[src/rtl/in_debouncer_pkg.sv]
// Shared defaults and helpers for the in_debouncer input-conditioning block.
package in_debounce_pkg;

   localparam int SYNC_STAGES_DEF     = 2;
   localparam int DEBOUNCE_CYCLES_DEF = 4;
   localparam int CHANGE_CNT_W        = 8;

   // Counter width for a window of n cycles; never narrower than one bit.
   function automatic int cnt_width(input int n);
      return (n <= 2) ? 1 : $clog2(n);
   endfunction

endpackage

[src/rtl/in_debouncer_debounce_cell.sv]
// One debounced input bit: synchroniser chain, mismatch counter, clean level
// register and registered rise/fall pulses.
module debounce_cell
   import in_debounce_pkg::*;
#(
   parameter int SYNC_STAGES     = SYNC_STAGES_DEF,
   parameter int DEBOUNCE_CYCLES = DEBOUNCE_CYCLES_DEF
) (
   input  logic CLK,
   input  logic RST,
   input  logic raw_in,
   input  logic enable,
   output logic clean,
   output logic rise,
   output logic fall,
   output logic accept
);

   localparam int                CNT_W    = cnt_width(DEBOUNCE_CYCLES);
   localparam logic [CNT_W-1:0]  CNT_LAST = CNT_W'(DEBOUNCE_CYCLES - 1);

   logic [SYNC_STAGES-1:0] sync_r;
   logic                   sync_q;
   logic [CNT_W-1:0]       cnt;
   logic [CNT_W-1:0]       cnt_nxt;

   assign sync_q = sync_r[SYNC_STAGES-1];

   // A match always clears the count, even while frozen, so short glitches vanish.
   always_comb begin
      cnt_nxt = cnt;
      accept  = 1'b0;
      if (sync_q == clean) begin
         cnt_nxt = '0;
      end else if (enable) begin
         if (cnt == CNT_LAST) begin
            accept  = 1'b1;
            cnt_nxt = '0;
         end else begin
            cnt_nxt = cnt + CNT_W'(1);
         end
      end
   end

   always_ff @(posedge CLK or posedge RST) begin
      if (RST) begin
         sync_r <= '0;
         cnt    <= '0;
         clean  <= 1'b0;
         rise   <= 1'b0;
         fall   <= 1'b0;
      end else begin
         sync_r <= {sync_r[SYNC_STAGES-2:0], raw_in};
         cnt    <= cnt_nxt;
         if (accept) begin
            clean <= sync_q;
         end
         rise   <= accept & sync_q;
         fall   <= accept & ~sync_q;
      end
   end

endmodule

[src/rtl/in_debouncer.sv]
// Debounces WIDTH asynchronous inputs independently and keeps a wrapping
// count of every accepted transition.
module in_debouncer
   import in_debounce_pkg::*;
#(
   parameter int WIDTH           = 5,
   parameter int SYNC_STAGES     = SYNC_STAGES_DEF,
   parameter int DEBOUNCE_CYCLES = DEBOUNCE_CYCLES_DEF
) (
   input  logic                    CLK,
   input  logic                    RST,
   input  logic [WIDTH-1:0]        RAW_IN,
   input  logic                    ENABLE,
   output logic [WIDTH-1:0]        CLEAN_OUT,
   output logic [WIDTH-1:0]        RISE,
   output logic [WIDTH-1:0]        FALL,
   output logic [CHANGE_CNT_W-1:0] CHANGE_CNT
);

   logic [WIDTH-1:0]        accept;
   logic [CHANGE_CNT_W-1:0] accept_cnt;

   for (genvar i = 0; i < WIDTH; i++) begin : g_cell
      debounce_cell #(
         .SYNC_STAGES    (SYNC_STAGES),
         .DEBOUNCE_CYCLES(DEBOUNCE_CYCLES)
      ) u_cell (
         .CLK    (CLK),
         .RST    (RST),
         .raw_in (RAW_IN[i]),
         .enable (ENABLE),
         .clean  (CLEAN_OUT[i]),
         .rise   (RISE[i]),
         .fall   (FALL[i]),
         .accept (accept[i])
      );
   end

   // Uses the pre-register accept strobes so the count moves on the pulse edge.
   always_comb begin
      accept_cnt = '0;
      for (int i = 0; i < WIDTH; i++) begin
         accept_cnt = accept_cnt + CHANGE_CNT_W'(accept[i]);
      end
   end

   always_ff @(posedge CLK or posedge RST) begin
      if (RST) begin
         CHANGE_CNT <= '0;
      end else begin
         CHANGE_CNT <= CHANGE_CNT + accept_cnt;
      end
   end

endmodule
[config.mk]
export PLATFORM = sky130hd
export DESIGN_NAME = in_debouncer
export DESIGN_NICKNAME = d
export VERILOG_FILES = /design/src/rtl/in_debouncer_pkg.sv /design/src/rtl/in_debouncer_debounce_cell.sv /design/src/rtl/in_debouncer.sv
export SDC_FILE = /design/constraint.sdc
export NUM_CORES = 1
export LEC_CHECK = 0
export CAP_MARGIN = 20
export CORE_MARGIN = 5
export CORE_UTILIZATION = 58
export CTS_BUF_LIST = sky130_fd_sc_hd__clkbuf_4
export DETAILED_ROUTE_END_ITERATION = 16
export DONT_BUFFER_PORTS = 1
export PLACE_DENSITY = 0.76
export SLEW_MARGIN = 20
export SYNTH_ARGS = -nofsm -noshare
export SYNTH_HDL_FRONTEND = slang
export SYNTH_SLANG_ARGS = --single-unit
[constraint.sdc]
create_clock -name CLK -period 2.5 [get_ports CLK]
set_input_delay 0.25 -clock CLK [delete_from_list [all_inputs] [get_ports CLK]]
set_output_delay 0.25 -clock CLK [all_outputs]
set_load 0.01 [all_outputs]
; Word-level counts from Yosys, hierarchy flattened
; Index checks and enable logic that the tools add are counted.
[word_totals]
elab_cells = 96
romBits = 0
n_memories = 0
input_bits = 8
out_inout_bits = 23
regBits = 43
latchBits = 0
ramBits = 0
[op_classes]
n_eq_ne = 10
n_reduce_logical = 5
n_lt_le_gt_ge = 0
addsub = 10
bitwise = 15
muxes = 30
n_mul = 0
div_mod_pow = 0
n_shift = 0
[op_table]
columns = cell, n
row1 = $mux W2, 15
row2 = $mux W1, 15
row3 = $add A2 B1 Y2 const B, 5
row4 = $and A1 B1 Y1, 10
row5 = $eq A2 B2 Y1 const B, 5
row6 = $reduce_bool A2 Y1, 5
row7 = $add A8 B5 Y8, 1
row8 = $add A4 B1 Y5, 1
row9 = $eq A1 B1 Y1, 5
row10 = $not A1 Y1, 5
row11 = $add A3 B1 Y4, 1
row12 = $add A2 B1 Y3, 1
row13 = $add A1 B1 Y2, 1

; Logic depth before layout (Yosys ltp)
[logic_depth]
ltp_word = 9
mapped_depth = 11
mapped_depth_nobuf = 11

; By module
; A second synthesis with hierarchy kept.
[unflattened]
cells_unflattened = 137
hier_area_um2 = 1776.7
[modules_own_cells]
columns = mod, cells_per_inst, instances, area_per_inst_um2, seq_area_each_um2
row1 = debounce_cell, 20, 5, 267.8, 175.2
row2 = in_debouncer, 37, 1, 437.9, 200.2

; Worst setup path after synthesis
; OpenSTA, ideal clock, no wires.
[synth_path]
kind = register -> register
from = register g_cell[0].u_cell.cnt[0]
to = register CHANGE_CNT[6]
setup_time_ns = 0.125
synth_period_minus_slack_ns = 2.799
path_slack_ns = -0.299
path_buffers = 0
t_required_ns = 2.375
path_stages_with_launch = 12
arrival_ns = 2.674
path_cell_list = dfrtp_1 ha_1 nand2_1 nor2_2 fa_1 fa_1 ha_1 inv_1 fa_1 nor2b_1 o2111ai_1 xnor2_1
[synth_between]
elab_chain_len = 9
[synth_rtl]
columns = element, line
row1 = start: declaration, in_debouncer_debounce_cell.sv:24  ; logic [CNT_W-1:0] cnt;
row2 = start signal: assignment, in_debouncer_debounce_cell.sv:54  ; cnt <= cnt_nxt;
row3 = $eq A2 B2 Y1, in_debouncer_debounce_cell.sv:36  ; if (cnt == CNT_LAST) begin
row4 = $mux W1, in_debouncer_debounce_cell.sv:36
row5 = $mux W1, in_debouncer_debounce_cell.sv:35  ; end else if (enable) begin
row6 = $mux W1, in_debouncer_debounce_cell.sv:33  ; if (sync_q == clean) begin
row7 = net g_cell[0].u_cell.accept, in_debouncer_debounce_cell.sv:16  ; output logic accept
row8 = $add A1 B1 Y2, in_debouncer.sv:43  ; accept_cnt = accept_cnt + CHANGE_CNT_W'(accept[i]);
row9 = $add A2 B1 Y3, in_debouncer.sv:43
row10 = $add A3 B1 Y4, in_debouncer.sv:43
row11 = $add A4 B1 Y5, in_debouncer.sv:43
row12 = $add A8 B5 Y8, in_debouncer.sv:51  ; CHANGE_CNT <= CHANGE_CNT + accept_cnt;
row13 = end signal: assignment, in_debouncer.sv:51
row14 = end: declaration, in_debouncer.sv:17  ; output logic [CHANGE_CNT_W-1:0] CHANGE_CNT
; The timed path passes the listed nets, and every way through them passes these cells.
; A chain may end at the register's enable or synchronous reset.

; Final worst setup path
[layout_path]
from = register g_cell[0].u_cell.sync_r[1]
to = register CHANGE_CNT[6]
[layout_between]
elab_chain_len = 7
[layout_rtl]
columns = element, line
row1 = start: declaration, in_debouncer_debounce_cell.sv:22  ; logic [SYNC_STAGES-1:0] sync_r;
row2 = start signal: assignment, in_debouncer_debounce_cell.sv:53  ; sync_r <= {sync_r[SYNC_STAGES-2:0], raw_in};
row3 = $eq A1 B1 Y1, in_debouncer_debounce_cell.sv:33
row4 = $mux W1, in_debouncer_debounce_cell.sv:33
row5 = net g_cell[0].u_cell.accept, in_debouncer_debounce_cell.sv:16
row6 = $add A1 B1 Y2, in_debouncer.sv:43
row7 = $add A2 B1 Y3, in_debouncer.sv:43
row8 = $add A3 B1 Y4, in_debouncer.sv:43
row9 = $add A4 B1 Y5, in_debouncer.sv:43
row10 = $add A8 B5 Y8, in_debouncer.sv:51
; The timed path passes the listed nets, and every way through them passes these cells.

==> reports/qor.csv <==
metric,value,unit
pin count of the biggest net entering global routing,26,
Mapped Cells,148,
Period minus WS final,2861,ps
die extent in x,67.32,µm
ranking of synthesized cells by area,"dfrtp_1, buf_4, ha_1",
Min Hold Slack,79.83,ps
"Hold Vio Cnt, Final",0,
DP Worst Slack,-364.0,ps
CTS tree,done,
CTS Sinks,43,
CTS Buf Count,5,
antenna cells,0,
final setup violation count,7,
Via Count,1066,
Tcrit/Tclk final,114.4,%
CP Capture Type,register,
Hold Path Class,in -> reg,
Crit path arrival time,3090,ps
"area leader, netlist",dfrtp_1,
starting density of the core,61.41,%
Post-synth top cells,"dfrtp_1, buf_4, nor2_1, mux2i_1, ha_1",
"EDFF count, synth",0,
Fin Setup TNS,-1725,ps
#FFs+latches synth,43,
die footprint,0.004532,mm²
initial antenna violation count,0,
I/O pin cnt,31,
vias in the first global route,1133,
remaining global-route overflow,0,
Pleak,1.088,nW
num rows,20,
slew margin rel.,55.47,%
DRC violations left,0,
unrepaired setup endpoints after global routing,true,
area grow syn2layout,14.97,%
synthesized area per cell,12.88,µm²
Yosys cell types,23,
measured slew at the worst slew-check pin,663.9,ps
Synth Flop Type,dfrtp_1,
GPL Wtd Cong,0.7310,
vias per cell,5.028,
Max VDD drop,593.5,µV
# nets final,187,
Detailed Place HPWL,2138,µm
first-pass GRT wire length,5126,µm
fillers,225,
Max Slew Vio Count,0,
clk_lat worst skew,340,ps
DR pass1 iterations,4,
Fmax,349.6,MHz
status,"finished, violations left",
chip height,67.32,µm
pwr/cell area,876.4,mW/mm²
register area share after synthesis,56.47,%
critical-path maximum fanout,2,
failing checks,negative setup slack,
gr usage total,15.55,%
CTS max path bufs,2,
Max-Cap Viols,0,
core box area,0.003103,mm²
layout cell share with drive strength beyond 1,32.14,%
Iteration-0 DRC Markers,45,
drt total wl,2929,µm
fraction of registers with async set/reset,100.0,%
CP startpoint kind,register,
Final Skew,9.511,ps
clk root buf,clkbuf_4,
ANT nets after route,0,
routed len/inst,13.82,µm
synth warn,0,
Post-Syn Area,0.001906,mm²
syn nets,168,
port bufs,0,
Worst EP required,2730,ps
"count leader, synth",dfrtp_1,
Final Power,0.001920,W
CTS clock-pin slew for the worst setup and hold paths,120,ps
Setup WS post-layout,-360.6,ps
post-synth top area share,56.47,%
WS Path Type,reg -> reg,
# H-tree levels,2,
final timing paths:
kind	start	cells past startpoint	end	slack (ps)
min in group asynchronous	RST	2	g_cell[0].u_cell.fall	340
hold / removal	ENABLE	2	g_cell[1].u_cell.cnt[1]	80
setup / recovery	g_cell[0].u_cell.sync_r[1]	10	CHANGE_CNT[6]	-360
setup reg to reg	g_cell[0].u_cell.sync_r[1]	10	CHANGE_CNT[6]	-360
max in group asynchronous	RST	3	g_cell[1].u_cell.cnt[0]	1450
hold reg to reg	g_cell[3].u_cell.sync_r[0]	0	g_cell[3].u_cell.sync_r[1]	350
state kept, by name, summed over array words and instances (netlist names):
register,cells
g_cell.u_cell.fall,5
g_cell.u_cell.clean,5
g_cell.u_cell.rise,5
g_cell.u_cell.sync_r,10
g_cell.u_cell.cnt,10
CHANGE_CNT,8
worst max-delay path: stages (launching register included):
cell and delay (ps):
dfrtp_1 430, xnor2_2 260, nor2_4 70, fa_1 470, fa_1 520, ha_2 200
inv_2 40, fa_2 340, nor2b_2 130, o2111ai_1 130, xnor2_1 160
where the power goes:
group          switching [W]  total (W)  internal, W
registers           0.000117   0.000942     0.000825
clock network       0.000214   0.000420     0.000206
logic               0.000256   0.000558     0.000302
total               0.000587    0.00192      0.00133
layer usage:
| layer | wire, µm | GRT usage (%) | vias up | share of wire [%] |
|---|---|---|---|---|
| met5 | 0 | 0 | - | 0 |
| met4 | 23 | 5.316 | 0 | 0.79 |
| li1 | - | - | 507 | - |
| met2 | 1523 | 26.13 | 29 | 52 |
| met1 | 1187 | 17.97 | 527 | 41 |
| met3 | 194 | 6.323 | 3 | 6.6 |
layout make-up:
type,count,area [µm²],share of cell area (%)
timing repair buffer,29,240.2,10.97
clock inverter,3,38.79,1.770
clock buffer,5,37.54,1.713
sequential,43,1076,49.11
tap,44,55.05,2.513
inverter,5,18.77,0.8567
multi-input combinational,83,724.4,33.07
per-stage QoR:
step | utilization [%] | instance area [µm²] | std cells
floorplan | - | 1918 | 148
global placement | 63.47 | 1969 | 192
detailed placement | 63.47 | 1969 | 192
CTS | 69.44 | 2155 | 209
global route | 70.60 | 2191 | 212
finish | 70.60 | 2191 | 212
what timing repair did:
item,in CTS,in global routing
pin swaps,2,2
endpoints found under the hold margin,23,0
setup endpoints to repair,7,7
buffers inserted,3,3
hold buffers,6,0
gates resized for setup,8,4
layout by cell type, fill, tap and decap left out:
cell type	count
buf_6	2
nand3_4	1
nor2b_2	1
nor3_1	5
a21oi_1	1
nand2_1	4
ha_2	3
ha_1	6
dfrtp_1	43
o2111ai_1	1
and2_1	5
clkbuf_4	5
mux2_1	4
mux2_2	1
nor2_1	15
o21ai_0	1
nor2_4	1
xnor2_1	3
nor2_2	4
nand4_1	1
bufinv_16	1
xnor2_2	5
mux2i_1	10
fa_2	1
clkinv_2	1
dlygate4sd3_1	6
nand2_2	3
buf_4	21
inv_1	2
xor2_1	3
fa_1	2
a21oi_2	2
clkinv_1	2
inv_2	2
kinds of logic after synthesis:
kind of cell               share of synthesized area, %
and+or+nand+nor                                   9.849
adders and majority gates                         9.061
xor gates and xnor gates                          7.026
AOI/OAI and AO/OA                                 1.510
muxes                                             8.207
buffers and inverters                             7.880
DFF                                               56.47
Power figures use the tool's default switching activity.
